--- config.mk ---
export PLATFORM = sky130hd
export DESIGN_NAME = antares_pipeline_sequencer
export DESIGN_NICKNAME = d
export VERILOG_FILES = /design/src/rtl/antares_pipeline_sequencer_pkg.sv /design/src/rtl/antares_load_use_detector.sv /design/src/rtl/antares_pipeline_sequencer.sv
export SDC_FILE = /design/constraint.sdc
export NUM_CORES = 1
export LEC_CHECK = 0
export ABC_AREA = 1
export CAP_MARGIN = 20
export CELL_PAD_IN_SITES_DETAIL_PLACEMENT = 1
export CELL_PAD_IN_SITES_GLOBAL_PLACEMENT = 2
export CORE_MARGIN = 2
export CORE_UTILIZATION = 36
export DETAILED_ROUTE_END_ITERATION = 16
export DONT_BUFFER_PORTS = 1
export PLACE_DENSITY_LB_ADDON = 0.1
export SYNTH_ARGS = -nofsm -noshare
export SYNTH_HDL_FRONTEND = slang
export SYNTH_SLANG_ARGS = --single-unit
export TNS_END_PERCENT = 10
--- constraint.sdc ---
create_clock -name clk -period 4.1 [get_ports clk]
set_clock_uncertainty 0.05 [all_clocks]
set_input_delay 0.41 -clock clk [delete_from_list [all_inputs] [get_ports clk]]
set_output_delay 0.41 -clock clk [all_outputs]
set_load 0.02 [all_outputs]
--- src/rtl/antares_pipeline_sequencer_pkg.sv ---
// Shared types and constants for the pipeline stall/flush sequencer.
package antares_pipeline_sequencer_pkg;

    localparam int unsigned GprIdxW          = 5;
    localparam int unsigned DefaultDivCycles = 32;

    typedef enum logic [1:0] {
        StRun   = 2'd0,
        StDrain = 2'd1,
        StFlush = 2'd2
    } seq_state_e;

endpackage

--- src/rtl/antares_load_use_detector.sv ---
// Flags an ID instruction that reads the destination of a load still in EX.
module antares_load_use_detector
    import antares_pipeline_sequencer_pkg::*;
(
    input  logic [GprIdxW-1:0] id_rs,
    input  logic [GprIdxW-1:0] id_rt,
    input  logic               id_uses_rs,
    input  logic               id_uses_rt,
    input  logic [GprIdxW-1:0] ex_gpr_wa,
    input  logic               ex_mem_to_gpr_select,
    input  logic               ex_gpr_we,
    output logic               load_use
);

    logic rs_hit;
    logic rt_hit;
    logic ex_is_load;

    always_comb begin
        rs_hit     = id_uses_rs && (id_rs == ex_gpr_wa);
        rt_hit     = id_uses_rt && (id_rt == ex_gpr_wa);
        // r0 is hardwired to zero, so a load targeting it creates no dependency
        ex_is_load = ex_gpr_we && ex_mem_to_gpr_select && (ex_gpr_wa != '0);
        load_use   = ex_is_load && (rs_hit || rt_hit);
    end

endmodule

--- src/rtl/antares_pipeline_sequencer.sv ---
// Central stall/flush sequencer for the five-stage pipeline: stall chain,
// divider busy tracking, exception drain/flush FSM and stall-cycle counter.
module antares_pipeline_sequencer
    import antares_pipeline_sequencer_pkg::*;
#(
    parameter int unsigned DIV_CYCLES  = DefaultDivCycles,
    parameter int unsigned STALL_CNT_W = 16
) (
    input  logic                   clk,
    input  logic                   rst,
    input  logic                   if_mem_wait,
    input  logic                   mem_mem_wait,
    input  logic [GprIdxW-1:0]     id_rs,
    input  logic [GprIdxW-1:0]     id_rt,
    input  logic                   id_uses_rs,
    input  logic                   id_uses_rt,
    input  logic [GprIdxW-1:0]     ex_gpr_wa,
    input  logic                   ex_mem_to_gpr_select,
    input  logic                   ex_gpr_we,
    input  logic                   ex_div_start,
    input  logic                   ex_hilo_read,
    input  logic                   mem_exception,
    output logic                   if_stall,
    output logic                   id_stall,
    output logic                   ex_stall,
    output logic                   mem_stall,
    output logic                   wb_stall,
    output logic                   if_flush,
    output logic                   id_flush,
    output logic                   ex_flush,
    output logic                   mem_flush,
    output logic                   exc_redirect,
    output logic                   div_busy,
    output logic [STALL_CNT_W-1:0] stall_cycles
);

    localparam int unsigned DivCntW = $clog2(DIV_CYCLES + 1);
    localparam logic [DivCntW-1:0]     DivLoad  = DivCntW'(DIV_CYCLES);
    localparam logic [DivCntW-1:0]     DivOne   = DivCntW'(1);
    localparam logic [STALL_CNT_W-1:0] StallOne = STALL_CNT_W'(1);

    seq_state_e state_q, state_d;

    logic [DivCntW-1:0]     div_cnt_q, div_cnt_d;
    logic [STALL_CNT_W-1:0] stall_cycles_q, stall_cycles_d;

    logic load_use;
    logic in_flush;
    logic mem_stall_raw;
    logic ex_stall_raw;
    logic id_stall_raw;
    logic if_stall_raw;

    antares_load_use_detector u_load_use (
        .id_rs                (id_rs),
        .id_rt                (id_rt),
        .id_uses_rs           (id_uses_rs),
        .id_uses_rt           (id_uses_rt),
        .ex_gpr_wa            (ex_gpr_wa),
        .ex_mem_to_gpr_select (ex_mem_to_gpr_select),
        .ex_gpr_we            (ex_gpr_we),
        .load_use             (load_use)
    );

    // Each stall implies every earlier stage also stalls.
    always_comb begin
        mem_stall_raw = mem_mem_wait;
        ex_stall_raw  = mem_stall_raw || (div_busy && ex_hilo_read);
        id_stall_raw  = ex_stall_raw || load_use;
        if_stall_raw  = id_stall_raw || if_mem_wait;
    end

    // Exception FSM: state register
    always_ff @(posedge clk or negedge rst) begin
        if (!rst) begin
            state_q <= StRun;
        end else begin
            state_q <= state_d;
        end
    end

    // Exception FSM: next state. The exception is latched on leaving RUN,
    // so DRAIN and FLUSH ignore mem_exception.
    always_comb begin
        state_d = state_q;
        unique case (state_q)
            StRun: begin
                if (mem_exception) begin
                    state_d = mem_mem_wait ? StDrain : StFlush;
                end
            end
            StDrain: begin
                if (!mem_mem_wait) begin
                    state_d = StFlush;
                end
            end
            StFlush: state_d = StRun;
            default: state_d = StRun;
        endcase
    end

    // Exception FSM: outputs
    always_comb begin
        in_flush     = (state_q == StFlush);
        if_flush     = in_flush;
        id_flush     = in_flush;
        ex_flush     = in_flush;
        mem_flush    = in_flush;
        exc_redirect = in_flush;
        wb_stall     = mem_stall_raw && !in_flush;
        mem_stall    = mem_stall_raw && !in_flush;
        ex_stall     = ex_stall_raw && !in_flush;
        id_stall     = id_stall_raw && !in_flush;
        if_stall     = if_stall_raw && !in_flush;
    end

    // Divider countdown keeps running through stalls; a flush kills it.
    always_comb begin
        div_cnt_d = div_cnt_q;
        if (in_flush) begin
            div_cnt_d = '0;
        end else if (ex_div_start && !ex_stall) begin
            div_cnt_d = DivLoad;
        end else if (div_cnt_q != '0) begin
            div_cnt_d = div_cnt_q - DivOne;
        end
    end

    always_comb begin
        stall_cycles_d = stall_cycles_q;
        if (if_stall && (stall_cycles_q != '1)) begin
            stall_cycles_d = stall_cycles_q + StallOne;
        end
    end

    always_ff @(posedge clk or negedge rst) begin
        if (!rst) begin
            div_cnt_q      <= '0;
            stall_cycles_q <= '0;
        end else begin
            div_cnt_q      <= div_cnt_d;
            stall_cycles_q <= stall_cycles_d;
        end
    end

    assign div_busy     = (div_cnt_q != '0);
    assign stall_cycles = stall_cycles_q;

endmodule

# Word-level counts from Yosys, hierarchy flattened

Index checks and enable logic that the tools add are counted.

Bits in registers: 24
Output and inout port bits: 27
Bits of input ports: 26

Add/sub/neg operators: 2
Equality and inequality tests: 7
Reductions and logical operators: 23
Muxes and demuxes: 7

Operators with widths:

| kind                                                 | count |
|---|---|
| 2-to-1 mux 6 bit                                     | 3 |
| adder 16 x 1 -> 16 bit (second input constant)       | 1 |
| != test 16 bit (second input constant)               | 1 |
| logical AND 1 bit                                    | 12 |
| equality test 5 bit                                  | 2 |
| 2-to-1 mux 2 bit                                     | 3 |
| nonzero test 6 bit                                   | 1 |
| subtractor 6 x 1 -> 6 bit (second input constant)    | 1 |
| nonzero test 5 bit                                   | 1 |
| logical OR 1 bit                                     | 4 |
| != test 2 bit (second input constant)                | 2 |
| case mux 2 bit (2 select lines)                      | 1 |
| nonzero test 3 bit                                   | 1 |
| equality test 2 x 1 -> 1 bit (second input constant) | 1 |
| equality test 2 bit (second input constant)          | 1 |
| zero test 1 bit                                      | 2 |
| zero test 2 bit                                      | 1 |
| AND reduction 2 bit                                  | 1 |

# Longest topological paths before layout

Word-level depth: 8
Depth in mapped cells: 12
Mapped depth without buffers: 11

# Cells and area by module

From an unflattened synthesis, not the netlist that was laid out.

Cells, all modules: 272
Area total of the unflattened synthesis: 1806.7 um^2

Modules (own cells, without submodules):

| module                     | sequential area each (um^2) | times used | cells an instance | area each (um^2) |
|---|---|---|---|---|
| antares_pipeline_sequencer | 600.6                       | 1          | 216               | 1586.5 |
| antares_load_use_detector  | 0.0                         | 1          | 56                | 220.2 |

# Worst setup path before layout

No wires, ideal clock.

Path type: register to output
From: register div_cnt_q[0]
To: output port if_stall
Data arrival time: 1.339 ns
Required time: 3.640 ns
Path buffers: 1
Path slack: 2.301 ns
Cell stages (with the launch flop): 9
Path through: dfrtp_1 inv_1 ha_1 nand4_4 nand2_2 nand2_2 nand2_4 nand3_4 buf_6

Word-level cells in the longest chain between the ends: 6

RTL lines:

| item                   | line                              | text |
|---|---|---|
| start, declared        | antares_pipeline_sequencer.sv:44  | `logic [DivCntW-1:0] div_cnt_q, div_cnt_d;` |
| start signal, assigned | antares_pipeline_sequencer.sv:141 | `div_cnt_q <= div_cnt_d;` |
| nonzero test 6 bit     | antares_pipeline_sequencer.sv:146 | `assign div_busy = (div_cnt_q != '0);` |
| via div_busy           | antares_pipeline_sequencer.sv:33  | `output logic div_busy,` |
| logical AND 1 bit      | antares_pipeline_sequencer.sv:68  | `ex_stall_raw = mem_stall_raw \|\| (div_busy && ex_hilo_read);` |
| logical OR 1 bit       | antares_pipeline_sequencer.sv:68  |  |
| logical OR 1 bit       | antares_pipeline_sequencer.sv:69  | `id_stall_raw = ex_stall_raw \|\| load_use;` |
| logical OR 1 bit       | antares_pipeline_sequencer.sv:70  | `if_stall_raw = id_stall_raw \|\| if_mem_wait;` |
| logical AND 1 bit      | antares_pipeline_sequencer.sv:114 | `if_stall = if_stall_raw && !in_flush;` |
| end, declared          | antares_pipeline_sequencer.sv:23  | `output logic if_stall,` |

The timed path passes the listed nets, and every way through them passes these cells.

# Worst setup path after layout

From: register state_q[0]
To: output port wb_stall

Word-level cells in the longest chain between the ends: 3

RTL lines:

| item                   | line                              | text |
|---|---|---|
| start, declared        | antares_pipeline_sequencer.sv:42  | `seq_state_e state_q, state_d;` |
| start signal, assigned | antares_pipeline_sequencer.sv:76  | `state_q <= StRun;` |
| start signal, assigned | antares_pipeline_sequencer.sv:78  | `state_q <= state_d;` |
| equality test 2 bit    | antares_pipeline_sequencer.sv:104 | `in_flush = (state_q == StFlush);` |
| via ex_flush           | antares_pipeline_sequencer.sv:30  | `output logic ex_flush,` |
| zero test 1 bit        | --                                |  |
| logical AND 1 bit      | --                                |  |
| end, declared          | antares_pipeline_sequencer.sv:27  | `output logic wb_stall,` |

The timed path passes the listed nets, and every way through them passes these cells.

==> impl_results.md <==
* DRT Wirelength at about 3800 µm
* Outcome: finished, final reports clean
* Post-Synth XOR/XNOR Area at 5.63%
* Synth unique cells at 26
* Fin cells at between 200 and 300
* GP Congestion at ~0.76
* Crit-path max FO at 8
* Setup violators final at 0
* Post-synth net total at about 270
* DP Cell Count at 288
* Worst-skew pair later-pin latency at 0.27 ns
* Share of post-route cells with drive strength above 1 at 9.21%
* Total of max-cap violations at 0
* End-of-flow core utilization at 38.1%
* Final worst slack at 1.64 ns
* RSZ-0062 raised after global routing: false
* Post-CTS Setup Bufs at 0
* TritonRoute pass-1 iters at 3
* DP HPWL at 2980 µm
* Asr flop ratio synth at 100%
* Clock transition at path regs at 0.09 ns
* Num rows at 25
* Initial antenna violation count at 0
* FF+latch count, synth at 24
* H-tree levels at 1
* Syn-to-layout area delta at 3.95%
* Final period util at 60.1%
* Simple-Gate Fraction of Synth Area at 44.0%
* DR vias at 1458
* Final #Nets at 270
* Largest family of logic cells by synthesized area: simple AND/OR/NAND/NOR gates
* Cell Pwr Density at between 400 and 500 nW/µm²
* Num ports at 53
* Syn avg cell area at 7.07 µm²
* Worst Path Arrival at 2.00 ns
* Die width at ~73 µm
* Flop2flop setup slack at 2.09 ns
* Slew margin rel. at 39.8%
* Main synth FF type: dfrtp_1
* Peak supply drop at 0.000320 V
* Sequential fraction of the synthesis area at between 30% and 40%
* First-pass GRT wire length at 6510 µm
* Via/cell ratio at 4.98
* Achievable frequency at 406 MHz
* Crit path launch type: register
* CTS Buffer Depth at 2
* Least-Margin Pin Slew at 0.902 ns
* Clock buffer count from CTS at 3
* CTS tree: yes
* Adder-cell share of the synthesized area at 2.19%
* HP Class: primary input to register
* Tmin final at 2.46 ns
* DIE AREA at about 5300 µm²
* Initial DRC count at 40
* Synth warn at 0
* DIE HEIGHT at roughly 73 µm
* Critical Path Sink Type: primary output
* Largest net degree at the start of global routing at 26
* Detail Route Antenna Nets at 0
* Fin Setup TNS at 0 ns
* Post-synthesis mux area share at 0%
* Drt wl/cell at 13.1 µm
* Core area at approximately 4700 µm²
* Root Buffer: clkbuf_8
* Synth Area in Compound Gates at 1.17%
* Post-CTS Hold Buffers at 2
* Leakage at ~0.94 nW
* Cells after Synth at roughly 240
* Fin. Hold Viols at 0
* # diodes at 0
* Synthesized cell area at 1710 µm²
* CP Data Required Time at approximately 3.6 ns
* Number of port buffers at 0
* GRT Total Usage at 15.6%
* Post-synth EDFFs at 0
* Tot Pwr at 0.848 mW
* CP Class: register to primary output
* Slew Viols, Final at 0
* Residual DRC at 0
* Post-CTS Resized at 0
* Vias in the first global route at 1501
* CTS sink count at 24
* Grt total ovfl at 0
* Worst slack, placed at between 1.5 and 2 ns
* Starting density of the core at approximately 37%
==> where the power goes <==
part	internal, mW	switching, mW
Clock	0.0659	0.0770
Combinational	0.121	0.181
Sequential	0.294	0.109
==> final cells by class <==
class | instances | area (µm²)
Timing Repair Buffer | 2 | 30.0
Multi-Input combinational cell | 175 | 907
Tap cell | 54 | 67.6
Clock buffer | 3 | 41.3
Inverter | 35 | 131
Fill cell | 596 | 2880
Sequential cell | 24 | 601
==> cell usage in the layout, fill, tap and decap left out, drive strengths merged, types with 2 or more instances in the layout <==
| cell | count |
|---|---|
| inv | 35 |
| nand3b | 2 |
| o21ai | 3 |
| xor2 | 7 |
| xnor2 | 4 |
| nor2 | 29 |
| nand4 | 4 |
| ha | 3 |
| nand3 | 25 |
| clkbuf | 3 |
| nor3 | 3 |
| dfrtp | 24 |
| nand2 | 92 |
==> sequential cells by signal, indices dropped and copies added, names as in the netlist <==
signal	cells
state_q	2
stall_cycles	16
div_cnt_q	6
==> cells by family after synthesis <==
| kind of cell | after synthesis |
|---|---|
| AND/OR/NAND/NOR | 157 |
| AO/OA/AOI/OAI | 4 |
| flip-flops | 24 |
| buffers and inverters | 43 |
| XOR/XNOR | 11 |
| adder cells (fa/ha/maj) | 3 |
==> cells in the mapped netlist, types with 2 or more instances <==
| master | number | area, µm² |
|---|---|---|
| buf_6 | 3 | 33.8 |
| nor2_4 | 3 | 33.8 |
| nand3_1 | 23 | 115 |
| xnor2_1 | 4 | 35.0 |
| dfrtp_1 | 24 | 601 |
| nor2_1 | 23 | 86.3 |
| nor3_1 | 3 | 15.0 |
| o21ai_0 | 3 | 15.0 |
| nand2_1 | 85 | 319 |
| nand2_4 | 2 | 22.5 |
| nand3b_1 | 2 | 15.0 |
| inv_1 | 34 | 128 |
| nand2_2 | 4 | 25.0 |
| xor2_1 | 7 | 61.3 |
| ha_1 | 3 | 37.5 |
| buf_4 | 5 | 37.5 |
| nand4_1 | 3 | 18.8 |
| nor2_2 | 3 | 18.8 |
==> critical path, cell delays in order (launching register included) <==
cell and delay (ns):
dfrtp_1 0.38, or2_4 0.28, inv_1 0.67, nor2_1 0.41
==> through the flow <==
stage	hold WS [ns]	cell area, µm²
after floorplan	0.0644	1710
after global placement	0.0649	1710
after detailed placement	0.0648	1710
after CTS	0.150	1780
after global routing	0.138	1780
final	0.150	1780
==> path summary, 6_finish.rpt <==
check	from	depth (start not counted)	endpoint
max reg2reg	stall_cycles[0]	10	stall_cycles[9]
min reg2reg	div_cnt_q[0]	1	div_cnt_q[0]
min in group asynchronous	rst	2	div_cnt_q[5]
max	state_q[0]	3	wb_stall
max in group asynchronous	rst	2	stall_cycles[11]
min	mem_mem_wait	1	state_q[1]
==> layer usage <==
metal	wire length, µm	global-route usage (%)	vias up
met5	0	0	-
li1	-	-	730
met4	55	5.56	0
met2	1740	25.8	40
met3	252	4.42	5
met1	1800	19.5	683
No activity file was read; power rests on OpenSTA's default activity.
